<file path="src/rtl/char_serial_tx.sv">
// rtl/char_serial_tx.sv - framed LSB-first serial character transmitter with pollable handshake
module char_serial_tx #(
    parameter int CLKS_PER_BIT = 5208,
    parameter bit PARITY_EN    = 1'b1
) (
    input  logic       clk,
    input  logic       reset_n,
    input  logic [7:0] tx_data,
    input  logic       tx_load,
    output logic       serial_out,
    output logic       tx_busy,
    output logic       tx_done,
    output logic [7:0] tx_count
);

    localparam int BW = (CLKS_PER_BIT > 2) ? $clog2(CLKS_PER_BIT) : 1;
    localparam logic [BW-1:0] BAUD_LAST = BW'(CLKS_PER_BIT - 1);

    typedef enum logic [2:0] {
        S_IDLE,
        S_START,
        S_DATA,
        S_PARITY,
        S_STOP
    } state_t;

    state_t          state, state_next;
    logic            load_q;
    logic [BW-1:0]   baud_cnt, baud_next;
    logic [2:0]      bit_cnt, bit_next;
    logic [7:0]      shift, shift_next;
    logic            parity, parity_next;
    logic            busy_next, done_next, line_next;
    logic [7:0]      count_next;
    logic            load_edge;
    logic            bit_end;

    assign load_edge = tx_load & ~load_q;
    assign bit_end   = (baud_cnt == BAUD_LAST);

    // State and output registers; the load history resets high so a held load is not an edge
    always_ff @(posedge clk or negedge reset_n) begin
        if (!reset_n) begin
            state      <= S_IDLE;
            load_q     <= 1'b1;
            baud_cnt   <= '0;
            bit_cnt    <= '0;
            shift      <= '0;
            parity     <= 1'b0;
            serial_out <= 1'b1;
            tx_busy    <= 1'b0;
            tx_done    <= 1'b0;
            tx_count   <= '0;
        end else begin
            state      <= state_next;
            load_q     <= tx_load;
            baud_cnt   <= baud_next;
            bit_cnt    <= bit_next;
            shift      <= shift_next;
            parity     <= parity_next;
            serial_out <= line_next;
            tx_busy    <= busy_next;
            tx_done    <= done_next;
            tx_count   <= count_next;
        end
    end

    // Next-state logic; the line level is derived from the next state so the pin is registered
    always_comb begin
        state_next  = state;
        baud_next   = baud_cnt;
        bit_next    = bit_cnt;
        shift_next  = shift;
        parity_next = parity;
        busy_next   = tx_busy;
        done_next   = tx_done;
        count_next  = tx_count;
        line_next   = 1'b1;

        unique case (state)
            S_IDLE: begin
                if (load_edge) begin
                    shift_next  = tx_data;
                    parity_next = ^tx_data;
                    done_next   = 1'b0;
                    busy_next   = 1'b1;
                    baud_next   = '0;
                    bit_next    = '0;
                    state_next  = S_START;
                end
            end
            S_START: begin
                if (bit_end) begin
                    baud_next  = '0;
                    bit_next   = '0;
                    state_next = S_DATA;
                end else begin
                    baud_next = baud_cnt + 1'b1;
                end
            end
            S_DATA: begin
                if (bit_end) begin
                    baud_next  = '0;
                    shift_next = {1'b0, shift[7:1]};
                    if (bit_cnt == 3'd7) begin
                        state_next = PARITY_EN ? S_PARITY : S_STOP;
                    end else begin
                        bit_next = bit_cnt + 3'd1;
                    end
                end else begin
                    baud_next = baud_cnt + 1'b1;
                end
            end
            S_PARITY: begin
                if (bit_end) begin
                    baud_next  = '0;
                    state_next = S_STOP;
                end else begin
                    baud_next = baud_cnt + 1'b1;
                end
            end
            S_STOP: begin
                if (bit_end) begin
                    baud_next  = '0;
                    state_next = S_IDLE;
                    busy_next  = 1'b0;
                    done_next  = 1'b1;
                    count_next = tx_count + 8'd1;
                end else begin
                    baud_next = baud_cnt + 1'b1;
                end
            end
            default: state_next = S_IDLE;
        endcase

        unique case (state_next)
            S_START:  line_next = 1'b0;
            S_DATA:   line_next = shift_next[0];
            S_PARITY: line_next = parity_next;
            default:  line_next = 1'b1;
        endcase
    end

endmodule

</file>
<file path="config.mk">
export PLATFORM = sky130hd
export DESIGN_NAME = char_serial_tx
export DESIGN_NICKNAME = d
export VERILOG_FILES = /design/src/rtl/char_serial_tx.sv
export SDC_FILE = /design/constraint.sdc
export NUM_CORES = 1
export LEC_CHECK = 0
export ABC_AREA = 1
export BUFFER_PORTS_ARGS = -buffer_cell sky130_fd_sc_hd__buf_2
export CORE_ASPECT_RATIO = 0.6
export CORE_MARGIN = 2
export CORE_UTILIZATION = 40
export CTS_CLUSTER_SIZE = 40
export DETAILED_ROUTE_END_ITERATION = 6
export PLACE_DENSITY = 0.62
export SLEW_MARGIN = 20
export SYNTH_ARGS = -nofsm -noshare
export SYNTH_HDL_FRONTEND = slang
export SYNTH_SLANG_ARGS = --single-unit
</file>
<file path="constraint.sdc">
create_clock -name clk -period 2.5 [get_ports clk]
set_input_delay 0.125 -clock clk [delete_from_list [all_inputs] [get_ports clk]]
set_output_delay 0.125 -clock clk [all_outputs]
set_load 0.01 [all_outputs]
</file>
---- After elaboration in Yosys (flattened, before gate mapping) ----
Cells that the tools add are included.
word-level totals
  word-level logic and storage cells ...... 69
  register bits ........................... 40
operators by class
  reduce and logical (&&, ||, !) cells .... 12
  add/subtract/negate cells ............... 3
  equal/unequal tests ..................... 14
  muxes and demuxes ....................... 27
  bitwise logic cells ..................... 2
operator list
  kind                                           count
  2-to-1 mux 3 bit                               10
  2-to-1 mux 13 bit                              2
  case mux 13 bit (2 select lines)               1
  2-to-1 mux 8 bit                               2
  case mux 8 bit (2 select lines)                1
  case mux 3 bit (5 select lines)                1
  adder 13 x 1 -> 13 bit, second input constant  1
  == test 13 bit, second input constant          1
  == test 3 x 2 -> 1 bit, second input constant  4
  != test 2 bit, second input constant           5
  case mux 3 bit (3 select lines)                1
  adder 8 x 1 -> 8 bit, second input constant    1
  parity 8 bit                                   1
  == test 3 x 1 -> 1 bit, second input constant  2
  == test 3 bit, second input constant           2
  2-to-1 mux 1 bit                               6
  AND reduction 3 bit                            2
  nonzero test 2 bit                             3
  AND reduction 5 bit                            1
  case mux 1 bit (2 select lines)                2
  AND reduction 2 bit                            2
  OR reduction 4 bit                             1
  adder 3 x 1 -> 3 bit, second input constant    1
  logical NOT 3 bit                              1
  other kinds (4)                                4

---- Logic depth before layout (Yosys ltp) ----
  depth after elaboration ................. 6
  mapped depth ............................ 12

---- Least setup slack after synthesis ----
No wires, ideal clock.
  path kind ............................... register to register
  start point ............................. register baud_cnt[0]
  end point ............................... register tx_count[4]
  required time ........................... 2374 ps
  stages on the path, launching flop included .. 8
  data arrival time ....................... 1336 ps
  slack ................................... 1037 ps
  cells stage by stage .................... dfrtp_1 -> ha_1 -> nand4_1 -> nor2_2 -> nand3_4 -> nor2_2 -> nand2_1 -> xnor2_1
between the ends
  word-level cells in the longest chain between the ends .. 2
ends and longest elaborated chain
  what                                  line  source
  start: declaration                    29    logic [BW-1:0] baud_cnt, baud_next;
  start signal: assignment              57    baud_cnt <= baud_next;
  == test 13 bit                        39    assign bit_end = (baud_cnt == BAUD_LAST);
  AND reduction 2 bit (no source line)  --
  end signal: assignment                64    tx_count <= count_next;
  end: declaration                      13    output logic [7:0] tx_count
Every way passes these cells.
A chain may end at the register's enable or synchronous reset.

---- Worst setup path after layout ----
  start point ............................. register state[0]
  end point ............................... register baud_cnt[3]
between the ends
  word-level cells in the longest chain between the ends .. 4
  elaborated cells between the ends (all ways) .. 10
ends and longest elaborated chain
  what                                         line  source
  start: declaration                           27    state_t state, state_next;
  start signal: assignment                     55    state <= state_next;
  == test 3 bit, or another cell as far along  80    unique case (state)
  OR reduction 4 bit (no source line)          --
  nonzero test 2 bit (no source line)          --
  AND reduction 2 bit (no source line)         --
Several ways; a longest one is shown, not always the timed one.

==> load_flow_metrics.sql <==
INSERT INTO impl_metrics (metric_group, metric, value, unit) VALUES
('die', 'std_cell_rows', '21', ''),
('synthesis', 'synthAdderAreaFrac', '2.06', '%'),
('clock_tree', 'tritoncts', 'built', ''),
('synthesis', 'mapped_area', '2430', 'µm²'),
('routing', 'drt-initial-drc-count', '144', ''),
('synthesis', 'synth_enable_flop_cells', '0', ''),
('global_route', 'antenna_found_initial', '0', ''),
('synthesis', 'synth.yosys.seq_area_share', '41.3', '%'),
('synthesis', 'yosysWarnings', '0', ''),
('synthesis', 'yosys.area.top_type_share', '39.1', '%'),
('synthesis', 'synth.area.top_cells', 'sky130_fd_sc_hd__dfrtp_1 (39%), sky130_fd_sc_hd__nand2_1 (14%), sky130_fd_sc_hd__inv_1 (7.3%), sky130_fd_sc_hd__nand3_1 (4.9%), sky130_fd_sc_hd__o21ai_0 (2.9%)', ''),
('critical_path', 'cp-end-kind', 'flop', ''),
('cells_and_area', 'layout-drive-gt1-share', '16.8', '%'),
('sta', 'totalNegativeSetupSlack', '0', 'ps'),
('synthesis', 'synth_top_area_cell', 'sky130_fd_sc_hd__dfrtp_1', ''),
('critical_path', 'critical_setup_path_kind', 'flop to flop', ''),
('synthesis', 'fraction_of_the_mapped_netlist_area_in_compound_gates', '7.72', '%'),
('synthesis', 'synth-xor-area-share', '4.32', '%'),
('routing', 'route.antenna.remaining_nets', '0', ''),
('clock_tree', 'clock-sinks', '40', ''),
('cells_and_area', 'antenna_cells', '0', ''),
('clock_tree', 'insertion_delay', '290', 'ps'),
('die', 'start_util', '42.5', '%'),
('outcome', 'run_status', 'finished, final reports clean', ''),
('global_route', 'grt_util_all_layers', '16.9', '%'),
('worst_hold_path', 'timing.hold.worst.start', 'tx_data[5]', ''),
('sta', 'final_clock_period_utilization_by_the_worst_path', '71.0', '%'),
('pwr', 'total_power_draw', '2200', 'µW'),
('sta', 'timing.final.crit_period', '1770', 'ps'),
('cells_and_area', 'count_of_filler_cells_inserted_in_the_layout', '585', ''),
('synthesis', 'postSynth.topFlopCell', 'sky130_fd_sc_hd__dfrtp_1', ''),
('clock_tree', 'htree_levels', '2', ''),
('cells_and_area', 'final_core_utilization', '47.9', '%'),
('synthesis', 'async_reset_ff_share', '100', '%'),
('global_route', 'grt_overflow_total', '0', ''),
('synthesis', 'syn_inst', '313', ''),
('die', 'floorplan.die.width', '105', 'µm'),
('critical_path', 'crit_fanout', '11', ''),
('sta', 'slew_limit_fails', '0', ''),
('clock_tree', 'numCtsBuffers', '5', ''),
('routing', 'wire_per_inst', '12.6', 'µm'),
('global_route', 'via_count_of_the_first_global_routing_pass', '1921', ''),
('global_route', 'largest_net_degree_at_the_start_of_global_routing', '41', ''),
('routing', 'viasPerCell', '5.03', ''),
('run', 'drv.max_cap_violation_count', '0', ''),
('synthesis', 'combinational_family_with_the_most_area_after_synthesis', 'simple AND/OR/NAND/NOR gates', ''),
('placement', 'place.port_buffers', '21', ''),
('sta', 'fin_worst_skew', '2.99', 'ps'),
('pwr', 'power.static_leakage', '0.00142', 'µW'),
('synthesis', 'synth_seq_cells', '40', ''),
('synthesis', 'count_of_different_cell_masters_after_synthesis', '33', ''),
('sta', 'setup_repair_after_global_routing_missed_its_margin', 'false', ''),
('die', 'io_pins', '22', ''),
('synthesis', 'synth_mux_area_share', '0.926', '%'),
('synthesis', 'synthSimpleGateAreaFrac', '34.6', '%'),
('clock_tree', 'clock-root-buffer', 'sky130_fd_sc_hd__clkbuf_8', ''),
('clock_tree', 'cts_resized', '0', ''),
('routing', 'drt_first_pass_iters', '4', ''),
('clock_tree', 'max-clock-path-buffers', '2', ''),
('cells_and_area', 'flow.area_growth_from_synthesis', '12.8', '%'),
('placement', 'gpl.final_weighted_congestion', '0.927', ''),
('sta', 'maxClockFrequency', '563', 'MHz'),
('cells_and_area', 'multi_input_area', '1210', 'µm²'),
('die', 'core_area', '5730', 'µm²'),
('pwr', 'vdd_drop_max', '0.356', 'mV'),
('die', 'fp.dieArea', '6740', 'µm²'),
('die', 'die_height', '64.4', 'µm'),
('cells_and_area', 'regArea', '1000', 'µm²'),
('critical_path', 'critPathLaunchType', 'flop', ''),
('critical_path', 'timing.critical_path.from', 'state[0]', ''),
('critical_path', 'worstPathRequired', '2680', 'ps');
## synthesized netlist by cell type (2+ instances only)
cell / instances
sky130_fd_sc_hd__nor2_1: 14
sky130_fd_sc_hd__nand3b_1: 3
sky130_fd_sc_hd__nand3_1: 24
sky130_fd_sc_hd__nand4_1: 9
sky130_fd_sc_hd__inv_2: 6
sky130_fd_sc_hd__dfrtp_1: 38
sky130_fd_sc_hd__nor2_2: 4
sky130_fd_sc_hd__nand2_1: 90
sky130_fd_sc_hd__xnor2_1: 5
sky130_fd_sc_hd__mux2_2: 2
sky130_fd_sc_hd__dfstp_2: 2
sky130_fd_sc_hd__nand3_4: 3
sky130_fd_sc_hd__nor4_1: 2
sky130_fd_sc_hd__o22ai_1: 4
sky130_fd_sc_hd__clkbuf_1: 3
sky130_fd_sc_hd__o221ai_1: 6
sky130_fd_sc_hd__nor3_4: 3
sky130_fd_sc_hd__o21ai_1: 4
sky130_fd_sc_hd__o21ai_0: 14
sky130_fd_sc_hd__nand2_2: 2
sky130_fd_sc_hd__xor2_1: 7
sky130_fd_sc_hd__nor3_2: 2
sky130_fd_sc_hd__inv_1: 47
sky130_fd_sc_hd__nor3_1: 5
sky130_fd_sc_hd__nor2_4: 3
sky130_fd_sc_hd__ha_1: 4
## cell type report
cell class | instances | share of cell area, %
multi-input cells | 216 | 44.0
flip-flops and latches | 40 | 36.6
inverters | 53 | 7.25
repair buffers | 23 | 4.56
well taps | 80 | 3.65
clock buffers | 6 | 2.65
clock inverters | 2 | 1.28
## metrics by stage
stage	hold WS [ps]	setup slack (ps)	std cells	cell area, µm²
final	93.6	725	420	2740
after global routing	108	574	420	2740
after floorplan	-171	1040	313	2430
after global placement	247	819	410	2620
after CTS	92.9	735	420	2740
after detailed placement	246	756	410	2620
## power by group
part           switching, µW  total, µW  internal [µW]
Sequential               116        921            805
Combinational            509        754            245
Clock                    226        522            296
Total                    851       2200           1350
## registers in the layout, indices dropped and copies added (netlist names)
name	cells
baud_cnt	13
bit_cnt	3
load_q	1
parity	1
serial_out	1
shift	8
state	3
tx_busy	1
tx_count	8
tx_done	1
## per-layer routing
| layer | vias up | track usage, % | wire, µm |
|---|---|---|---|
| li1 | 1061 | - | - |
| met1 | 972 | 27.3 | 2930 |
| met2 | 79 | 21.2 | 1890 |
| met3 | 2 | 4.69 | 448 |
| met4 | 0 | 4.17 | 25 |
| met5 | - | 0 | 0 |
## what timing repair did
item,4_1_cts,5_1_grt
hold buffers,2,0
setup buffers,0,0
setup endpoints to repair,0,0
hold endpoints to repair,22,0
## final timing paths
kind,endpoint,slack [ps],cells after the start
worst max-delay path,baud_cnt[3],730,7
worst min-delay path,shift[5],90,3
worst max register to register,baud_cnt[3],730,7
worst min register to register,tx_busy,480,2
max in group asynchronous,tx_busy,1420,2
min in group asynchronous,bit_cnt[1],490,2
## worst max-delay path, stage by stage (launching register included)
cell and delay, ps:
sky130_fd_sc_hd__dfrtp_1 410, sky130_fd_sc_hd__nor2_1 150, sky130_fd_sc_hd__nand2_1 130, sky130_fd_sc_hd__nor3_4 460, sky130_fd_sc_hd__nor2_4 120, sky130_fd_sc_hd__inv_2 180
sky130_fd_sc_hd__o21ai_0 110, sky130_fd_sc_hd__o21a_1 110
## cell usage in the layout, fill, tap and decap left out, types with 4 or more instances in the layout
cell and count:
sky130_fd_sc_hd__o21ai_0 14, sky130_fd_sc_hd__inv_2 6, sky130_fd_sc_hd__nor3_1 5, sky130_fd_sc_hd__o22ai_1 4
sky130_fd_sc_hd__clkbuf_8 5, sky130_fd_sc_hd__dfrtp_1 38, sky130_fd_sc_hd__nor2_2 4, sky130_fd_sc_hd__xor2_1 7
sky130_fd_sc_hd__xnor2_1 5, sky130_fd_sc_hd__o221ai_1 6, sky130_fd_sc_hd__nand3_1 24, sky130_fd_sc_hd__nand4_1 9
sky130_fd_sc_hd__nand2_1 90, sky130_fd_sc_hd__buf_2 21, sky130_fd_sc_hd__ha_1 4, sky130_fd_sc_hd__o21ai_1 4
sky130_fd_sc_hd__inv_1 47, sky130_fd_sc_hd__nor2_1 14
## logic make-up (layout without fill, tap and decap cells)
| kind of cell | count (synthesis) | after routing |
|---|---|---|
| xor gates and xnor gates | 12 | 12 |
| adders and majority gates | 4 | 4 |
| AOI/OAI and AO/OA | 31 | 31 |
| muxes | 2 | 2 |
| and+or+nand+nor | 167 | 167 |
| DFF | 40 | 40 |
| buffers and inverters | 57 | 84 |
Note: power is estimated with default switching activity, not from simulation.
